### config.mk
export PLATFORM = sky130hd
export DESIGN_NAME = gups_rmw_flat
export DESIGN_NICKNAME = d
export VERILOG_FILES = /design/src/rtl/gups_rmw_if.sv /design/src/rtl/gups_rmw.sv /design/src/flat_wrapper.sv
export SDC_FILE = /design/constraint.sdc
export NUM_CORES = 1
export LEC_CHECK = 0
export ABC_CLOCK_PERIOD_IN_PS = 3500
export CAP_MARGIN = 20
export CORE_MARGIN = 1.5
export CORE_UTILIZATION = 50
export DETAILED_ROUTE_END_ITERATION = 7
export PLACE_DENSITY = 0.81
export SLEW_MARGIN = 20
export SYNTH_ARGS = -nofsm -noshare
export SYNTH_HDL_FRONTEND = slang
export SYNTH_SLANG_ARGS = --single-unit
### constraint.sdc
create_clock -name clk -period 3.5 [get_ports clk]
set_clock_uncertainty 0.2 [all_clocks]
set_input_delay 1.05 -clock clk [delete_from_list [all_inputs] [get_ports clk]]
set_output_delay 1.05 -clock clk [all_outputs]
set_load 0.005 [all_outputs]
### src/rtl/gups_rmw_if.sv
// gups_rmw_if -- memory bus between the GUPS update engine and its memory.
//   addr  : request address (master -> slave)
//   dout  : write data (master -> slave)
//   req   : request valid, held until rdy (master -> slave)
//   wr    : 1 = write, 0 = read (master -> slave)
//   din   : read data, valid while rdy is high on a read (slave -> master)
//   rdy   : one-cycle completion pulse (slave -> master)
interface gups_rmw_if #(
  parameter int unsigned ADDR_W = 64,
  parameter int unsigned DATA_W = 64
);
  logic [ADDR_W-1:0] addr;
  logic [DATA_W-1:0] dout;
  logic [DATA_W-1:0] din;
  logic              req;
  logic              wr;
  logic              rdy;

  modport master (
    output addr, dout, req, wr,
    input  din, rdy
  );

  modport slave (
    input  addr, dout, req, wr,
    output din, rdy
  );
endinterface

### src/rtl/gups_rmw.sv
// gups_rmw -- GUPS-style random read-modify-write engine.
// A 32-bit Galois LFSR picks addresses (masked by range); each update reads a word,
// increments it (mode 0) or XORs it with the replicated LFSR value (mode 1) and writes it back.
// Ports:
//   clk, rst (async, active-low)
//   start, count, seed, range, mode : run control, latched on an accepted start in IDLE
//   mem (gups_rmw_if.master)        : addr/dout/req/wr out, din/rdy in
//   busy, done                      : run status; done is a one-cycle pulse in FIN
//   updates                         : completed updates of the current or last run
//   stall_cycles                    : RD/WR cycles with rdy low; real counter only when
//                                     GUPS_STALL_CNT_EN is defined, otherwise tied to 0
module gups_rmw #(
  parameter int unsigned DATA_W = 64,
  parameter int unsigned ADDR_W = 64,
  parameter int unsigned CNT_W  = 32
) (
  input  logic              clk,
  input  logic              rst,
  input  logic              start,
  input  logic [CNT_W-1:0]  count,
  input  logic [15:0]       seed,
  input  logic [ADDR_W-1:0] range,
  input  logic              mode,
  gups_rmw_if.master        mem,
  output logic              busy,
  output logic              done,
  output logic [CNT_W-1:0]  updates,
  output logic [31:0]       stall_cycles
);

  typedef enum logic [2:0] {StIdle, StGen, StRd, StMod, StWr, StFin} state_e;

  localparam logic [31:0] LfsrTaps  = 32'h8020_0003;
  localparam logic [31:0] LfsrReset = 32'h0000_FFFF;

  state_e            state_q, state_d;
  logic [31:0]       lfsr_q, lfsr_d, lfsr_nxt;
  logic [CNT_W-1:0]  cnt_q, cnt_d, upd_q, upd_d, upd_inc;
  logic [ADDR_W-1:0] range_q, range_d, addr_q, addr_d, addr_gen;
  logic              mode_q, mode_d;
  logic [DATA_W-1:0] rdata_q, rdata_d, dout_q, dout_d, lfsr_rep;

  // Galois step: shift right, fold the taps back in when a 1 falls out.
  assign lfsr_nxt = {1'b0, lfsr_q[31:1]} ^ (lfsr_q[0] ? LfsrTaps : 32'h0);
  assign upd_inc  = upd_q + CNT_W'(1);

  // Zero-extend (or truncate) the next LFSR value to the address width.
  if (ADDR_W > 32) begin : g_addr_wide
    assign addr_gen = {{(ADDR_W-32){1'b0}}, lfsr_nxt};
  end else if (ADDR_W == 32) begin : g_addr_eq
    assign addr_gen = lfsr_nxt;
  end else begin : g_addr_narrow
    assign addr_gen = lfsr_nxt[ADDR_W-1:0];
  end

  // LFSR repeated (or truncated) to the data width for the XOR update.
  for (genvar g = 0; g < DATA_W; g++) begin : g_rep
    assign lfsr_rep[g] = lfsr_q[g % 32];
  end

  always_comb begin
    state_d = state_q;
    lfsr_d  = lfsr_q;
    cnt_d   = cnt_q;
    upd_d   = upd_q;
    range_d = range_q;
    addr_d  = addr_q;
    mode_d  = mode_q;
    rdata_d = rdata_q;
    dout_d  = dout_q;
    unique case (state_q)
      StIdle: begin
        if (start) begin
          cnt_d   = count;
          range_d = range;
          mode_d  = mode;
          lfsr_d  = {seed, ~seed};
          upd_d   = '0;
          state_d = (count == '0) ? StFin : StGen;
        end
      end
      StGen: begin
        lfsr_d  = lfsr_nxt;
        addr_d  = addr_gen & range_q;
        state_d = StRd;
      end
      StRd: begin
        if (mem.rdy) begin
          rdata_d = mem.din;
          state_d = StMod;
        end
      end
      StMod: begin
        // lfsr_q already holds the value that produced this update's address.
        dout_d  = mode_q ? (rdata_q ^ lfsr_rep) : (rdata_q + DATA_W'(1));
        state_d = StWr;
      end
      StWr: begin
        if (mem.rdy) begin
          upd_d   = upd_inc;
          state_d = (upd_inc == cnt_q) ? StFin : StGen;
        end
      end
      StFin:   state_d = StIdle;
      default: state_d = StIdle;
    endcase
  end

  always_ff @(posedge clk or negedge rst) begin
    if (!rst) begin
      state_q <= StIdle;
      lfsr_q  <= LfsrReset;
      cnt_q   <= '0;
      upd_q   <= '0;
      range_q <= '0;
      addr_q  <= '0;
      mode_q  <= 1'b0;
      rdata_q <= '0;
      dout_q  <= '0;
    end else begin
      state_q <= state_d;
      lfsr_q  <= lfsr_d;
      cnt_q   <= cnt_d;
      upd_q   <= upd_d;
      range_q <= range_d;
      addr_q  <= addr_d;
      mode_q  <= mode_d;
      rdata_q <= rdata_d;
      dout_q  <= dout_d;
    end
  end

  assign mem.addr = addr_q;
  assign mem.dout = dout_q;
  assign mem.req  = (state_q == StRd) || (state_q == StWr);
  assign mem.wr   = (state_q == StWr);
  assign busy     = (state_q == StGen) || (state_q == StRd) ||
                    (state_q == StMod) || (state_q == StWr);
  assign done     = (state_q == StFin);
  assign updates  = upd_q;

`ifdef GUPS_STALL_CNT_EN
  logic [31:0] stall_q, stall_d;

  always_comb begin
    stall_d = stall_q;
    if ((state_q == StIdle) && start) begin
      stall_d = '0;
    end else if (mem.req && !mem.rdy && (stall_q != 32'hFFFF_FFFF)) begin
      stall_d = stall_q + 32'd1;
    end
  end

  always_ff @(posedge clk or negedge rst) begin
    if (!rst) begin
      stall_q <= '0;
    end else begin
      stall_q <= stall_d;
    end
  end

  assign stall_cycles = stall_q;
`else
  assign stall_cycles = 32'd0;
`endif

endmodule

### src/flat_wrapper.sv
// flat-port wrapper written by rule: the top's interface ports become plain ports
module gups_rmw_flat 
#(
  parameter int unsigned DATA_W = 64,
  parameter int unsigned ADDR_W = 64,
  parameter int unsigned CNT_W  = 32
)
  (clk, rst, start, count, seed, range, mode, busy, done, updates, stall_cycles, mem_addr, mem_dout, mem_req, mem_wr, mem_din, mem_rdy);
  gups_rmw_if #(.ADDR_W(ADDR_W), .DATA_W(DATA_W)) mem_i ();
  input  logic clk;
  input  logic rst;
  input  logic start;
  input  logic [CNT_W-1:0] count;
  input  logic [15:0] seed;
  input  logic [ADDR_W-1:0] range;
  input  logic mode;
  output logic busy;
  output logic done;
  output logic [CNT_W-1:0] updates;
  output logic [31:0] stall_cycles;
  output wire logic [$bits(mem_i.addr)-1:0] mem_addr;
  output wire logic [$bits(mem_i.dout)-1:0] mem_dout;
  output wire logic [$bits(mem_i.req)-1:0] mem_req;
  output wire logic [$bits(mem_i.wr)-1:0] mem_wr;
  input wire logic [$bits(mem_i.din)-1:0] mem_din;
  input wire logic [$bits(mem_i.rdy)-1:0] mem_rdy;
  assign mem_addr = mem_i.addr;
  assign mem_dout = mem_i.dout;
  assign mem_req = mem_i.req;
  assign mem_wr = mem_i.wr;
  assign mem_i.din = mem_din;
  assign mem_i.rdy = mem_rdy;
  gups_rmw #(.DATA_W(DATA_W), .ADDR_W(ADDR_W), .CNT_W(CNT_W)) u_core (.clk(clk), .rst(rst), .start(start), .count(count), .seed(seed), .range(range), .mode(mode), .mem(mem_i), .busy(busy), .done(done), .updates(updates), .stall_cycles(stall_cycles));
endmodule
# After elaboration in Yosys (flattened, before gate mapping)
# Cells that the tools add are included.
# word_totals
reg_bits	356
inputBits	181
output_inout_bits	196
wordCells	50
# op_classes
addsub	2
eq_ne	9
muxes	13
bitwise	4
reduce_logical	13
# ops
operator	n
two-way mux 32 bit	4
one-hot mux 32 bit (2 select lines)	2
adder 64 x 1 -> 64 bit (second input constant)	1
bitwise AND 32 x 64 -> 64 bit	1
two-way mux 64 bit	1
bitwise XOR 64 bit	1
adder 32 x 1 -> 32 bit (second input constant)	1
equality test 32 bit	1
logical NOT 32 bit	1
bitwise XOR 31 x 32 -> 32 bit	1
inverter 16 bit	1
two-way mux 3 bit	5
one-hot mux 3 bit (5 select lines)	1
equality test 3 x 2 -> 1 bit (second input constant)	2
equality test 3 bit (second input constant)	2
AND reduction 2 bit	3
AND reduction 3 bit	2
logical OR 1 bit	4
!= test 2 bit (second input constant)	2
nonzero test 2 bit	2
equality test 3 x 1 -> 1 bit (second input constant)	1
logical NOT 3 bit	1
!= test 2 x 1 -> 1 bit (second input constant)	1

# Logic depth before layout (Yosys ltp)
# logic_depth
word_depth	5
mapped_depth	10
ltp_nobuf	8

# Worst setup path before layout
# OpenSTA, ideal clock, no wires.
# synth_timing
path_kind	in2reg
from	input port mem_rdy
to	register u_core.state_q[2]
setup_time_ns	0.095
t_arrival_ns	2.940
required_time_ns	3.205
path_slack_ns	0.265
path_stages	8
n_path_buf	1
path_cell_list	nand4bb_1 -> clkbuf_1 -> o221a_2 -> or4_1 -> nor4b_1 -> o2111ai_1 -> or4_1 -> o31ai_1
# synth_via
elab_chain_len	2
elab_cells_between_ends	3
cone_classes	eq/ne: 2; reduce/logical: 1
# synth_lines
item	line_no	source
from (decl)	flat_wrapper.sv:26	input wire logic [$bits(mem_i.rdy)-1:0] mem_rdy;
!= test 2 bit (no line) or != test 2 x 1 -> 1 bit (tied branches)	n/a	
AND reduction 3 bit (no line) (*)	n/a	
to (signal assigned)	gups_rmw.sv:111	state_q <= StIdle;
to (signal assigned)	gups_rmw.sv:121	state_q <= state_d;
to (decl)	gups_rmw.sv:36	state_e state_q, state_d;
# Every way passes the cells marked *; elsewhere a longest branch is shown, timed or not.
# A chain may end at the register's enable or synchronous reset.

# Final worst setup path
# layout_timing
from	input port start
to	register u_core.state_q[2]
# layout_via
elab_chain_len	2
# layout_lines
item	line_no	source
from (decl)	flat_wrapper.sv:12	input logic start;
!= test 2 bit (no line)	n/a	
AND reduction 3 bit (no line)	n/a	
# Every way passes these cells.

==> out/summary.txt <==
Status -> complete, no violations
Final #Nets -> 2094
Clk buf depth -> 3
Largest net degree at the start of global routing -> 78
Core area -> 29000 µm²
First-pass GRT wire length -> 69200 µm
CTS tree -> done
Clk_lat worst skew -> 0.56 ns
Worst EP arrival -> 3.71 ns
Cells after synthesis -> 1634
Number of H-tree levels -> 1
Placed cell areas -> 18000 µm²
Slowest stage delay, CP -> 0.53 ns
Max-Slew Margin vs Limit -> 0.269
Layout area overhead -> 28.1%
Final instance area -> 19000 µm²
Die height -> 175 µm
CP Buf/Inv Count -> 2
Period utilization -> 0.987
DR DRC count -> 0
DR vias/cell -> 5.62
Final setup margin -> 0.0471 ns
Wirelength per Cell -> 19.2 µm
Vias in the first global route -> 13.0k
Post-Syn Area -> 14900 µm²
Rows -> 62
CP most frequent cell -> or4_1
Final hold vios -> 0
Netlist cell types -> 77
Critical Path Slowest Stage Cell -> clkdlybuf4s50_1
Placer Congestion -> 0.914
Antenna Nets Post-Route -> 0
DRT Pass-1 Iters -> 8
Worst-path clk slew -> 0.06 ns
Worst Setup Path Type -> in2reg
Pwr dens -> 829 nW/µm²
DRT iter0 DRCs -> 1130
# port buffers -> 280
FFs w/ async S/R, synth -> 1.00
Synth Warn # -> 0
Die X -> 175 µm
Final Util -> 0.656
Final setup viols -> 0
Vias -> 13.1k
DIE AREA -> 30800 µm²
Num Clock Sinks -> 292
RSZ-0062 raised after global routing -> false
CTS Buf Count -> 31
Root Driver -> clkbuf_16
Worst Path Required -> 3.76 ns
CP cell instances -> clkdlybuf4s50_1, nand2b_1, o221a_2, or4_1, nor4b_2, buf_4, o2111ai_1, or4_1, o31ai_1
Syn_area_per_cell -> 9.10 µm²
Crit-path max FO -> 2
Fin crit period -> 3.45 ns
MaxCap Viol Count -> 0
IO Count -> 377
GRT Total Usage -> 0.286
Main flop type after synthesis -> dfrtp_1
Post-CTS Setup Bufs -> 0
Register area share after synthesis -> 0.493
EDFF count, synth -> 0
Leakage -> 8.28 nW
Initial antenna violation count -> 3
Post-DP HPWL -> 32100 µm
Starting Density -> 0.513
Worst-Margin Slew -> 1.09 ns
Hold buffers post-CTS -> 0
Fin. max-slew vios -> 0
Peak VDD IR -> 449 µV
#FFs+latches synth -> 292
Fmax -> 0.290 GHz
Overflow after GRT -> 0
Dpl ws -> -0.533 ns
CP top delay family -> simple AND/OR/NAND/NOR gates
Worst setup SP type -> input pin
Cts repair resizes -> 0
Critical path endpoint category -> register
Final wirelength -> 44500 µm
Share of layout cells above drive strength 1 -> 0.112
Hold Crit Class -> reg2reg
# fillers -> 2329
Yosys cell counts (7+ instances only):
| library cell | n | area share |
|---|---|---|
| a21oi_1 | 31 | 0.010 |
| a22oi_1 | 7 | 0.0035 |
| a31oi_1 | 22 | 0.0093 |
| a32oi_1 | 7 | 0.0041 |
| and2_1 | 7 | 0.0029 |
| and3_1 | 11 | 0.0046 |
| buf_4 | 66 | 0.033 |
| clkbuf_1 | 75 | 0.019 |
| dfrtp_1 | 276 | 0.46 |
| dfstp_2 | 16 | 0.028 |
| inv_1 | 7 | 0.0018 |
| mux2_2 | 64 | 0.048 |
| nand2_1 | 464 | 0.12 |
| nand2b_1 | 8 | 0.0034 |
| nand3_1 | 58 | 0.020 |
| nand4_1 | 29 | 0.012 |
| nor2_1 | 63 | 0.016 |
| nor2b_1 | 7 | 0.0029 |
| nor3_1 | 21 | 0.0071 |
| nor4_1 | 16 | 0.0067 |
| o21ai_0 | 149 | 0.050 |
| o31ai_1 | 13 | 0.0066 |
| xnor2_1 | 62 | 0.037 |
| xor2_1 | 51 | 0.030 |
cells by family after synthesis:
kind of cell | count (synthesis) | share of synthesized area
compound gates | 268 | 0.106
xor+xnor | 114 | 0.0676
fa+ha+maj | 2 | 0.00168
buf+inv | 163 | 0.0630
flops | 292 | 0.493
mux | 68 | 0.0512
other cells | 1 | 0.000252
simple gates | 726 | 0.218
path summary, 6_finish.rpt:
path | from | end | slack (ns) | cells after the start
max | start | u_core.state_q[2]$_DFFE_PN0P_ | 0.05 | 9
min | u_core.mem.addr[3]$_DFFE_PN0P_ | u_core.mem.addr[3]$_DFFE_PN0P_ | 0.26 | 2
max reg2reg | u_core.updates[0]$_DFFE_PN0P_ | u_core.state_q[2]$_DFFE_PN0P_ | 0.29 | 9
min reg2reg | u_core.mem.addr[3]$_DFFE_PN0P_ | u_core.mem.addr[3]$_DFFE_PN0P_ | 0.26 | 2
max in group asynchronous | rst | u_core.lfsr_q[5]$_DFFE_PN1P_ | 1.95 | 2
min in group asynchronous | rst | u_core.rdata_q[62]$_DFFE_PN0P_ | 0.27 | 1
power by group:
| group | internal, mW | switching [mW] | total [mW] |
|---|---|---|---|
| Combinational | 2.99 | 3.08 | 6.07 |
| Sequential | 4.89 | 1.55 | 6.44 |
| Clock | 1.89 | 1.38 | 3.27 |
| Total | 9.78 | 6.01 | 15.8 |
through the flow:
stage	instances	total power, mW	hold slack (ns)	TNS (ns)
CTS	2320	15.8	0.269	0
finish	2322	15.8	0.264	0
floorplan	1697	9.69	0.245	0
global route	2320	16.8	0.301	0
detailed placement	2262	12.4	0.256	-0.533
global placement	2262	12.2	0.252	-0.594
flip-flops by register name, summed over array words and instances (netlist names):
register	flops
u_core.mem.addr	32
u_core.range_q	32
u_core.lfsr_q	32
u_core.state_q	3
u_core.updates	32
u_core.mem.dout	64
u_core.rdata_q	64
u_core.cnt_q	32
u_core.mode_q	1
routing by layer:
metal,global-route usage,vias to the layer above,wire [µm],share of wire
met5,0,-,15,0.00034
met4,0.129,2,2090,0.047
met3,0.0524,126,3610,0.081
met2,0.488,594,21600,0.48
met1,0.355,6319,17200,0.39
li1,-,6010,-,-
worst min-delay path, stage by stage, from the launching register on:
cell and delay, ns:
dfrtp_1 0.34, nand2_1 0.05, nand2_1 0.05
layout make-up:
class                   count  area, µm²  area share
diodes                      2       5.00    0.000263
clock buffers              45        918      0.0482
clock inverters            13        109     0.00572
inverters                   7       26.3     0.00138
multi-input cells        1242       6880       0.361
flip-flops and latches    292       7330       0.385
well taps                 384        480      0.0252
repair buffers            337       3300       0.173
placed cells by master (no fill, tap or decap), drive strengths merged, types with 31 or more instances in the layout:
cell / netlist / final
dfrtp: 276 / 276
mux2: 64 / 64
xor2: 51 / 51
clkdlybuf4s50: 1 / 279
clkbuf: 79 / 45
nand3: 60 / 60
nand2: 465 / 465
conb: 1 / 64
xnor2: 63 / 63
o21ai: 149 / 149
a21oi: 31 / 31
nor2: 63 / 63
buf: 76 / 58
No activity file was read; power rests on OpenSTA's default activity.
